File: src/rtl/decode_pkg.sv
// Shared RV32I decode constants: opcodes, one-hot class and exception bit positions,
// system funct12 codes and the immediate format selector.
package decode_pkg;

  localparam logic [6:0] OPC_LUI    = 7'b0110111;
  localparam logic [6:0] OPC_AUIPC  = 7'b0010111;
  localparam logic [6:0] OPC_JAL    = 7'b1101111;
  localparam logic [6:0] OPC_JALR   = 7'b1100111;
  localparam logic [6:0] OPC_BRANCH = 7'b1100011;
  localparam logic [6:0] OPC_LOAD   = 7'b0000011;
  localparam logic [6:0] OPC_STORE  = 7'b0100011;
  localparam logic [6:0] OPC_OP_IMM = 7'b0010011;
  localparam logic [6:0] OPC_OP     = 7'b0110011;
  localparam logic [6:0] OPC_FENCE  = 7'b0001111;
  localparam logic [6:0] OPC_SYSTEM = 7'b1110011;

  localparam int NUM_CLS    = 11;
  localparam int CLS_R      = 0;
  localparam int CLS_I      = 1;
  localparam int CLS_LOAD   = 2;
  localparam int CLS_STORE  = 3;
  localparam int CLS_BRANCH = 4;
  localparam int CLS_JAL    = 5;
  localparam int CLS_JALR   = 6;
  localparam int CLS_LUI    = 7;
  localparam int CLS_AUIPC  = 8;
  localparam int CLS_SYSTEM = 9;
  localparam int CLS_FENCE  = 10;

  localparam int EXC_ILLEGAL = 0;
  localparam int EXC_ECALL   = 1;
  localparam int EXC_EBREAK  = 2;
  localparam int EXC_MRET    = 3;

  localparam logic [11:0] F12_ECALL  = 12'h000;
  localparam logic [11:0] F12_EBREAK = 12'h001;
  localparam logic [11:0] F12_MRET   = 12'h302;

  // Classes that read rs1 / rs2, used by the load-use interlock.
  localparam logic [NUM_CLS-1:0] RS1_USERS = NUM_CLS'((1 << CLS_R) | (1 << CLS_I) | (1 << CLS_LOAD) |
                                                      (1 << CLS_STORE) | (1 << CLS_BRANCH) | (1 << CLS_JALR));
  localparam logic [NUM_CLS-1:0] RS2_USERS = NUM_CLS'((1 << CLS_R) | (1 << CLS_STORE) | (1 << CLS_BRANCH));

  typedef enum logic [2:0] {FMT_NONE, FMT_I, FMT_S, FMT_B, FMT_U, FMT_J} imm_fmt_e;

endpackage

File: src/rtl/ds_instr_queue.sv
// Circular instruction FIFO: push ignored when full or flushing, pop ignored when empty.
// Head data is read combinationally; count/full/empty come straight from registers.
module ds_instr_queue #(
  parameter int WIDTH = 64,
  parameter int DEPTH = 4
) (
  input  logic                       clk_i,
  input  logic                       rst_n_i,
  input  logic                       push_i,
  input  logic                       pop_i,
  input  logic                       flush_i,
  input  logic [WIDTH-1:0]           wdat_i,
  output logic [WIDTH-1:0]           rdat_o,
  output logic [$clog2(DEPTH+1)-1:0] count_o,
  output logic                       full_o,
  output logic                       empty_o
);

  localparam int PW = $clog2(DEPTH);
  localparam int CW = $clog2(DEPTH + 1);

  logic [WIDTH-1:0] mem_q [DEPTH];
  logic [PW-1:0]    wr_ptr_q, rd_ptr_q;
  logic [CW-1:0]    count_q;
  logic             do_push, do_pop;

  assign full_o  = (count_q == CW'(DEPTH));
  assign empty_o = (count_q == '0);
  assign do_push = push_i && !full_o && !flush_i;
  assign do_pop  = pop_i && !empty_o && !flush_i;
  assign rdat_o  = mem_q[rd_ptr_q];
  assign count_o = count_q;

  // DEPTH is a power of two, so pointer overflow is the modulo wrap.
  always_ff @(posedge clk_i or negedge rst_n_i) begin
    if (!rst_n_i) begin
      wr_ptr_q <= '0;
      rd_ptr_q <= '0;
      count_q  <= '0;
    end else if (flush_i) begin
      wr_ptr_q <= '0;
      rd_ptr_q <= '0;
      count_q  <= '0;
    end else begin
      if (do_push) wr_ptr_q <= wr_ptr_q + PW'(1);
      if (do_pop)  rd_ptr_q <= rd_ptr_q + PW'(1);
      if (do_push && !do_pop)      count_q <= count_q + CW'(1);
      else if (!do_push && do_pop) count_q <= count_q - CW'(1);
    end
  end

  always_ff @(posedge clk_i) begin
    if (do_push) mem_q[wr_ptr_q] <= wdat_i;
  end

endmodule

File: src/rtl/decode_queue_stage.sv
// Queued RV32I decode stage: push-to-output latency 2 edges, ds_o_stall while the queue is full.
// Define DS_LOAD_USE_EN to hold the head for one bubble when it reads a load's destination.
module decode_queue_stage #(
  parameter int PC_WIDTH = 32,
  parameter int IWIDTH   = 32,
  parameter int DWIDTH   = 32,
  parameter int AWIDTH   = 5,
  parameter int DEPTH    = 4
) (
  input  logic                       ds_clk,
  input  logic                       ds_rst,
  input  logic [IWIDTH-1:0]          ds_i_instr,
  input  logic [PC_WIDTH-1:0]        ds_i_pc,
  input  logic                       ds_i_ce,
  input  logic                       ds_i_stall,
  input  logic                       ds_i_flush,
  output logic                       ds_o_stall,
  output logic                       ds_o_flush,
  output logic                       ds_o_ce,
  output logic [PC_WIDTH-1:0]        ds_o_pc,
  output logic [AWIDTH-1:0]          ds_o_addr_rs1_p,
  output logic [AWIDTH-1:0]          ds_o_addr_rs2_p,
  output logic [AWIDTH-1:0]          ds_o_addr_rd_p,
  output logic [2:0]                 ds_o_funct3,
  output logic                       ds_o_funct7_b5,
  output logic [DWIDTH-1:0]          ds_o_imm,
  output logic [10:0]                ds_o_opcode,
  output logic [3:0]                 ds_o_exception,
  output logic [$clog2(DEPTH+1)-1:0] ds_o_count
);
  import decode_pkg::*;

  typedef struct packed {
    logic [NUM_CLS-1:0] cls;
    logic [3:0]         exc;
    logic [31:0]        imm;
  } dec_t;

  function automatic dec_t decode(input logic [31:0] ins);
    dec_t     d;
    imm_fmt_e fmt;
    d   = '0;
    fmt = FMT_NONE;
    case (ins[6:0])
      OPC_OP:     d.cls[CLS_R] = 1'b1;
      OPC_OP_IMM: begin d.cls[CLS_I]      = 1'b1; fmt = FMT_I; end
      OPC_LOAD:   begin d.cls[CLS_LOAD]   = 1'b1; fmt = FMT_I; end
      OPC_STORE:  begin d.cls[CLS_STORE]  = 1'b1; fmt = FMT_S; end
      OPC_BRANCH: begin d.cls[CLS_BRANCH] = 1'b1; fmt = FMT_B; end
      OPC_JAL:    begin d.cls[CLS_JAL]    = 1'b1; fmt = FMT_J; end
      OPC_JALR:   begin d.cls[CLS_JALR]   = 1'b1; fmt = FMT_I; end
      OPC_LUI:    begin d.cls[CLS_LUI]    = 1'b1; fmt = FMT_U; end
      OPC_AUIPC:  begin d.cls[CLS_AUIPC]  = 1'b1; fmt = FMT_U; end
      OPC_FENCE:  d.cls[CLS_FENCE] = 1'b1;
      OPC_SYSTEM: begin
        d.cls[CLS_SYSTEM] = 1'b1;
        if (ins[14:12] != 3'b000) begin
          fmt = FMT_I;
        end else begin
          case (ins[31:20])
            F12_ECALL:  d.exc[EXC_ECALL]  = 1'b1;
            F12_EBREAK: d.exc[EXC_EBREAK] = 1'b1;
            F12_MRET:   d.exc[EXC_MRET]   = 1'b1;
            default: begin
              d.cls              = '0;
              d.exc[EXC_ILLEGAL] = 1'b1;
            end
          endcase
        end
      end
      default: d.exc[EXC_ILLEGAL] = 1'b1;
    endcase
    case (fmt)
      FMT_I:   d.imm = {{20{ins[31]}}, ins[31:20]};
      FMT_S:   d.imm = {{20{ins[31]}}, ins[31:25], ins[11:7]};
      FMT_B:   d.imm = {{19{ins[31]}}, ins[31], ins[7], ins[30:25], ins[11:8], 1'b0};
      FMT_U:   d.imm = {ins[31:12], 12'b0};
      FMT_J:   d.imm = {{11{ins[31]}}, ins[31], ins[19:12], ins[20], ins[30:21], 1'b0};
      default: d.imm = '0;
    endcase
    return d;
  endfunction

  logic [IWIDTH+PC_WIDTH-1:0] head_dat;
  logic [IWIDTH-1:0]          head_instr;
  logic [PC_WIDTH-1:0]        head_pc;
  logic                       q_full, q_empty;
  logic                       advance, pop, bubble;
  dec_t                       head_dec;

  logic                ce_q, flush_q, f7_q;
  logic [PC_WIDTH-1:0] pc_q;
  logic [AWIDTH-1:0]   rs1_q, rs2_q, rd_q;
  logic [2:0]          f3_q;
  logic [DWIDTH-1:0]   imm_q;
  logic [10:0]         opc_q;
  logic [3:0]          exc_q;

  ds_instr_queue #(
    .WIDTH(IWIDTH + PC_WIDTH),
    .DEPTH(DEPTH)
  ) u_queue (
    .clk_i   (ds_clk),
    .rst_n_i (ds_rst),
    .push_i  (ds_i_ce),
    .pop_i   (pop),
    .flush_i (ds_i_flush),
    .wdat_i  ({ds_i_instr, ds_i_pc}),
    .rdat_o  (head_dat),
    .count_o (ds_o_count),
    .full_o  (q_full),
    .empty_o (q_empty)
  );

  assign {head_instr, head_pc} = head_dat;
  assign head_dec = decode(head_instr[31:0]);

`ifdef DS_LOAD_USE_EN
  logic rs1_hit, rs2_hit;
  assign rs1_hit = (|(head_dec.cls & RS1_USERS)) && (AWIDTH'(head_instr[19:15]) == rd_q);
  assign rs2_hit = (|(head_dec.cls & RS2_USERS)) && (AWIDTH'(head_instr[24:20]) == rd_q);
  assign bubble  = ce_q && opc_q[CLS_LOAD] && (rd_q != '0) && (rs1_hit || rs2_hit);
`else
  assign bubble = 1'b0;
`endif

  assign advance = !ds_i_stall && !ds_i_flush && !bubble;
  assign pop     = advance && !q_empty;

  // A bubble or an empty queue clears ce but leaves the last decoded fields in place.
  always_ff @(posedge ds_clk or negedge ds_rst) begin
    if (!ds_rst) begin
      ce_q    <= 1'b0;
      flush_q <= 1'b0;
      pc_q    <= '0;
      rs1_q   <= '0;
      rs2_q   <= '0;
      rd_q    <= '0;
      f3_q    <= '0;
      f7_q    <= 1'b0;
      imm_q   <= '0;
      opc_q   <= '0;
      exc_q   <= '0;
    end else begin
      flush_q <= ds_i_flush;
      if (ds_i_flush) begin
        ce_q <= 1'b0;
      end else if (!ds_i_stall) begin
        ce_q <= pop;
        if (pop) begin
          pc_q  <= head_pc;
          rs1_q <= AWIDTH'(head_instr[19:15]);
          rs2_q <= AWIDTH'(head_instr[24:20]);
          rd_q  <= AWIDTH'(head_instr[11:7]);
          f3_q  <= head_instr[14:12];
          f7_q  <= head_instr[30];
          imm_q <= DWIDTH'($signed(head_dec.imm));
          opc_q <= head_dec.cls;
          exc_q <= head_dec.exc;
        end
      end
    end
  end

  assign ds_o_stall      = q_full;
  assign ds_o_flush      = flush_q;
  assign ds_o_ce         = ce_q;
  assign ds_o_pc         = pc_q;
  assign ds_o_addr_rs1_p = rs1_q;
  assign ds_o_addr_rs2_p = rs2_q;
  assign ds_o_addr_rd_p  = rd_q;
  assign ds_o_funct3     = f3_q;
  assign ds_o_funct7_b5  = f7_q;
  assign ds_o_imm        = imm_q;
  assign ds_o_opcode     = opc_q;
  assign ds_o_exception  = exc_q;

endmodule

File: config.mk
export PLATFORM = sky130hd
export DESIGN_NAME = decode_queue_stage
export DESIGN_NICKNAME = d
export VERILOG_FILES = /design/src/rtl/decode_pkg.sv /design/src/rtl/ds_instr_queue.sv /design/src/rtl/decode_queue_stage.sv
export SDC_FILE = /design/constraint.sdc
export NUM_CORES = 1
export LEC_CHECK = 0
export ABC_AREA = 1
export BUFFER_PORTS_ARGS = -buffer_cell sky130_fd_sc_hd__buf_2
export CORE_MARGIN = 2
export CORE_UTILIZATION = 35
export DETAILED_ROUTE_END_ITERATION = 10
export GPL_TIMING_DRIVEN = 0
export PLACE_DENSITY_LB_ADDON = 0.1
export SYNTH_ARGS = -nofsm -noshare
export SYNTH_HDL_FRONTEND = slang
export SYNTH_SLANG_ARGS = --single-unit
File: constraint.sdc
create_clock -name ds_clk -period 5.7 [get_ports ds_clk]
set_clock_uncertainty 0.05 [all_clocks]
set_input_delay 1.14 -clock ds_clk [delete_from_list [all_inputs] [get_ports ds_clk]]
set_output_delay 1.14 -clock ds_clk [all_outputs]
set_load 0.01 [all_outputs]
### Yosys cells after proc, flatten, opt, wreduce, memory -nomap -nowiden

Memories as Yosys holds them, arrays and structs flattened.
Cells that the tools add are included.

| storage, ports and cells | value |
|---|---|
| input port bits | 69 |
| output and inout port bits | 104 |
| memory bits (read-only) | 0 |
| flip-flop bits (word level) | 107 |
| bits in writable memories | 256 |
| bits in latches | 0 |
| memories | 1 |
| logic and storage cells | 99 |

Memory list:

| name | depth | width | read ports | clocked after memory_dff | wr ports | line | text |
|---|---|---|---|---|---|---|---|
| u_queue.mem_q | 4 | 64 | 1 | 0 | 1 | ds_instr_queue.sv:22 | `logic [WIDTH-1:0] mem_q [DEPTH];` |

| operators by class | value |
|---|---|
| muxes and demuxes | 33 |
| multipliers | 0 |
| reduce and logical (&&, ||, !) cells | 25 |
| $add $sub $neg | 4 |
| bitwise operators | 2 |
| divide/modulo/power cells | 0 |
| equal/unequal tests | 20 |
| order comparisons | 0 |
| shifts and indexed selects | 0 |

Operators by type and width:

| operator | number |
|---|---|
| 32-bit one-hot mux with 5 select lines | 1 |
| 7-bit == test (second input constant) | 4 |
| 1-bit one-hot mux with 2 select lines | 11 |
| 7-bit by 6-bit == test with 1-bit output (second input constant) | 3 |
| 3-bit one-hot mux with 6 select lines | 1 |
| 15-bit two-way mux | 1 |
| 7-bit by 5-bit == test with 1-bit output (second input constant) | 2 |
| 12-bit by 1-bit == test with 1-bit output (second input constant) | 1 |
| 12-bit by 10-bit == test with 1-bit output (second input constant) | 1 |
| 12-bit zero test | 1 |
| 3-bit two-way mux | 4 |
| 1-bit two-way mux | 10 |
| 10-bit two-way mux | 1 |
| 10-bit OR reduction | 1 |
| 3-bit == test (second input constant) | 3 |
| 1-bit logical AND | 8 |
| 2-bit two-way mux | 4 |
| 7-bit by 2-bit == test with 1-bit output (second input constant) | 1 |
| 7-bit by 4-bit == test with 1-bit output (second input constant) | 1 |
| 3-bit by 2-bit == test with 1-bit output (second input constant) | 2 |
| 1-bit zero test | 6 |
| 3-bit nonzero test | 2 |
| 3-bit OR reduction | 2 |
| 2-bit by 1-bit adder with 2-bit output (second input constant) | 2 |
| 9 further kinds | 11 |

### Depth between registers and ports, before layout

| logic depth | value |
|---|---|
| word-level depth | 9 |
| mapped depth | 16 |
| mapped depth without buffers | 15 |

### By module

Synthesis repeated with hierarchy kept, for this count alone.

| unflattened totals | value |
|---|---|
| cells, all modules | 1,252 |
| area total of the unflattened synthesis | 14,481.4 um^2 |

Modules (own cells, without submodules):

| module | times used | area each (um^2) | sequential area each (um^2) | cells an instance |
|---|---|---|---|---|
| ds_instr_queue | 1 | 9,993.3 | 7,862.5 | 687 |
| decode_queue_stage | 1 | 4,488.1 | 2,502.4 | 565 |

### Worst setup path after synthesis

No wires, ideal clock.

| path | value |
|---|---|
| kind | input -> register |
| from | input ds_i_ce |
| to | memory u_queue.mem_q[0][0], enable pin |
| data required time | 5.164 ns |
| path buffers | 0 |
| data arrival time | 4.074 ns |
| slack | 1.090 ns |
| setup time | 0.486 ns |
| stages | 4 |
| path through | nand2_1 -> inv_1 -> nand2_1 -> nor2_1 |

| between the ends | value |
|---|---|
| word-level cells in the longest chain between the ends | 4 |

RTL lines:

| what | line | text |
|---|---|---|
| from (decl) | decode_queue_stage.sv:14 | `input logic ds_i_ce,` |
| 1-bit logical AND (2 in a row) | ds_instr_queue.sv:29 | `assign do_push = push_i && !full_o && !flush_i;` |
| 1-bit two-way mux | ds_instr_queue.sv:53 | `if (do_push) mem_q[wr_ptr_q] <= wdat_i;` |
| 1-bit two-way mux (implied by the code) | ds_instr_queue.sv:53 |  |
| to (decl) | ds_instr_queue.sv:22 |  |

Every way passes these cells.

### Worst setup path after layout

| path | value |
|---|---|
| from | input ds_i_flush |
| to | memory u_queue.mem_q[2][62], enable pin |

| between the ends | value |
|---|---|
| word-level cells in the longest chain between the ends | 4 |

RTL lines:

| what | line | text |
|---|---|---|
| from (decl) | decode_queue_stage.sv:16 | `input logic ds_i_flush,` |
| 1-bit zero test | ds_instr_queue.sv:29 |  |
| 1-bit logical AND | ds_instr_queue.sv:29 |  |
| 1-bit two-way mux | ds_instr_queue.sv:53 |  |
| 1-bit two-way mux (implied by the code) | ds_instr_queue.sv:53 |  |

Every way passes these cells.

==> flow_summary.ini <==
[run_status]
status = finished clean

[floorplan]
io-pin-count = 173
start_util_pct = 35.35
dieArea_um2 = 42690
placementRows = 74
die_x_um = 206.6
core_um2 = 40650
dieHeight_um = 206.6

[grt]
grt_first_pass_wirelength_um = 60020
grt_use_total_pct = 19.24
antenna_found_initial = 6
grt-ovfl-total = 0
grt_start_max_net_pins = 79
grt_pass1_vias = 9685

[cells_and_area]
instances_no_fill = 2057
final_common_cell = nand2_1
fin_util_pct = 43.16
seqCellArea_um2 = 10360
fillers = 3894
multiInputGateArea_um2 = 3533
n_antenna_cell = 0
final_cell_mix = nand2_1, edfxtp_1, nor2_1
drive_gt1_share_pct = 19.48
syn2layout_area_growth_pct = 22.08
finalNetCount = 1568

[routing]
routed_wl_um = 40320
vias_per_cell = 4.789
routedWlPerCell_um = 19.60
drtIter0Drc = 584
final_antenna_net_count = 0
first_pass_iters = 5
dr_total_vias = 9852
drc = 0

[cts]
numCtsBuffers = 42
cts_resized = 0
clockBufferDepth = 3
insertion_delay_ns = 0.56
root_buffer = clkbuf_16
h-tree-depth = 2
clkTransAtPathRegs_ns = 0.06
cts.sinks = 363
cts_setup_buffers = 0
postCtsHoldBufs = 0
cts_tree = built

[critical_path]
required_ns = 5.90
crit_fanout = 18
rr_worst_depth = 9
crit_path_end_kind = flip-flop
arrival_ns = 3.00
rrSetupSlack_ns = 3.05
worstSetupPathType = input port to flip-flop
start_kind = input port

[timing]
worstMarginPinSlew_ns = 0.8080
clock.fmax_ghz = 0.3573
relSlewSlack_pct = 46.01
setup_viol = 0
slew_viol_final = 0
setup_slack_ns = 2.901
grt_setup_unrepaired = false
hold_viol = 0
fin_crit_sh_pct = 49.10
post-route-min-period_ns = 2.799
tns_ns = 0

[synth]
synthCells = 1266
seq_area_frac_synth_pct = 72.13
synthesis.area_um2 = 14370
yosys.cell_types.count = 32
syn_area_per_cell_um2 = 11.35
syn_nets = 1340
ys_warn_count = 0
synth-seq-cells = 363

[hold_path]
hold_path.class = flip-flop to flip-flop
whs_path_depth = 2

[power_and_ir_drop]
cellLeakagePower_uw = 0.007312
irDropWorstVdd_mv = 0.2221
cellPowerDensity_nw_per_um2 = 451.4

[placement]
pre_cts_ws_ns = 2.265
portBuffers = 172
hpwl_um = 27770
routabilityCongestion = 0.7725
dpl.cell_count = 1982

[run]
maxCapViolCount = 0
## worst max-delay path: stages
cell and delay [ns]:
buf_2 0.16, inv_1 0.12, nand2_1 0.29, nor2_4 0.64
buf_12 0.26, buf_16 0.18, buf_16 0.17
## synth_stat cells (all sizes together)
| master | count | area [um^2] |
|---|---|---|
| clkinv | 2 | 7.510 |
| nor3 | 2 | 10.01 |
| ha | 4 | 50.05 |
| nand4 | 1 | 6.260 |
| a21oi | 17 | 85.08 |
| nand3 | 77 | 410.4 |
| clkbuf | 21 | 78.83 |
| a32o | 4 | 40.04 |
| fa | 1 | 20.02 |
| a22o | 3 | 26.28 |
| dfrtp | 107 | 2678 |
| inv | 45 | 168.9 |
| o21ai | 102 | 521.8 |
| o31ai | 3 | 22.52 |
| o22ai | 7 | 43.79 |
| a31oi | 33 | 206.5 |
| nor2 | 214 | 818.3 |
| nand2 | 321 | 1217 |
| xor2 | 2 | 17.52 |
| edfxtp | 256 | 7687 |
| nand3b | 1 | 7.510 |
| buf | 43 | 246.5 |
## logic make-up after synthesis
group / share of synthesized area [%]
xor+xnor: 0.1219
compound gates: 6.583
buf+inv: 3.492
simple gates: 17.19
flops: 72.13
fa+ha+maj: 0.4876
## state kept, by name, indices dropped and copies added, names as in the netlist, 2 cells and up
| name | count |
|---|---|
| ds_o_pc | 32 |
| u_queue.wr_ptr_q | 2 |
| u_queue.rd_ptr_q | 2 |
| ds_o_addr_rs1_p | 5 |
| ds_o_addr_rd_p | 5 |
| u_queue.count_o | 3 |
| ds_o_funct3 | 3 |
| ds_o_opcode | 11 |
| u_queue.mem_q | 256 |
| ds_o_imm | 32 |
| ds_o_exception | 4 |
| ds_o_addr_rs2_p | 5 |
## cell type report
class / count / area share, %
Clock inverter: 17 / 0.8986
Inverter: 47 / 1.006
Tap cell: 532 / 3.794
Multi-Input combinational cell: 792 / 20.14
Clock buffer: 58 / 6.740
Sequential cell: 363 / 59.08
Timing Repair Buffer: 184 / 6.483
Buffer: 64 / 1.854
## through the flow
step / power, uW / area, um^2 / hold WS [ns]
final: 7920 / 17540 / 0.4196
after global routing: 8360 / 17540 / 0.4385
after CTS: 8026 / 17540 / 0.4257
after detailed placement: 5381 / 16200 / 0.4112
after global placement: 5346 / 15900 / 0.4050
after floorplan: 4486 / 14370 / 0.4423
## final timing paths
path,startpoint,end
worst min register to register,ds_o_addr_rs1_p[1],ds_o_addr_rs1_p[1]
max in group asynchronous,ds_rst,ds_o_addr_rs2_p[1]
worst max-delay path,ds_i_flush,u_queue.mem_q[2][62]
worst max register to register,u_queue.count_o[0],u_queue.mem_q[2][62]
worst min-delay path,ds_o_addr_rs1_p[1],ds_o_addr_rs1_p[1]
min in group asynchronous,ds_rst,ds_o_pc[22]
## metal layers
metal	GRT usage, %	vias to the layer above	wire, um	part of all wire [%]
li1	-	4775	-	-
met1	27.13	4747	18750	46
met2	29.90	240	18290	45
met3	4.364	78	2303	5.7
met4	5.383	12	903	2.2
met5	0	-	81	0.20
## power breakdown
| part | internal [uW] | switching (uW) | total (uW) | leakage (uW) |
|---|---|---|---|---|
| Combinational | 609 | 1280 | 1890 | 0.00299 |
| Clock | 1580 | 1050 | 2630 | 0.000648 |
| Sequential | 3190 | 211 | 3400 | 0.00367 |
| Total | 5380 | 2540 | 7920 | 0.00731 |
Note: power is estimated with default switching activity, not from simulation.
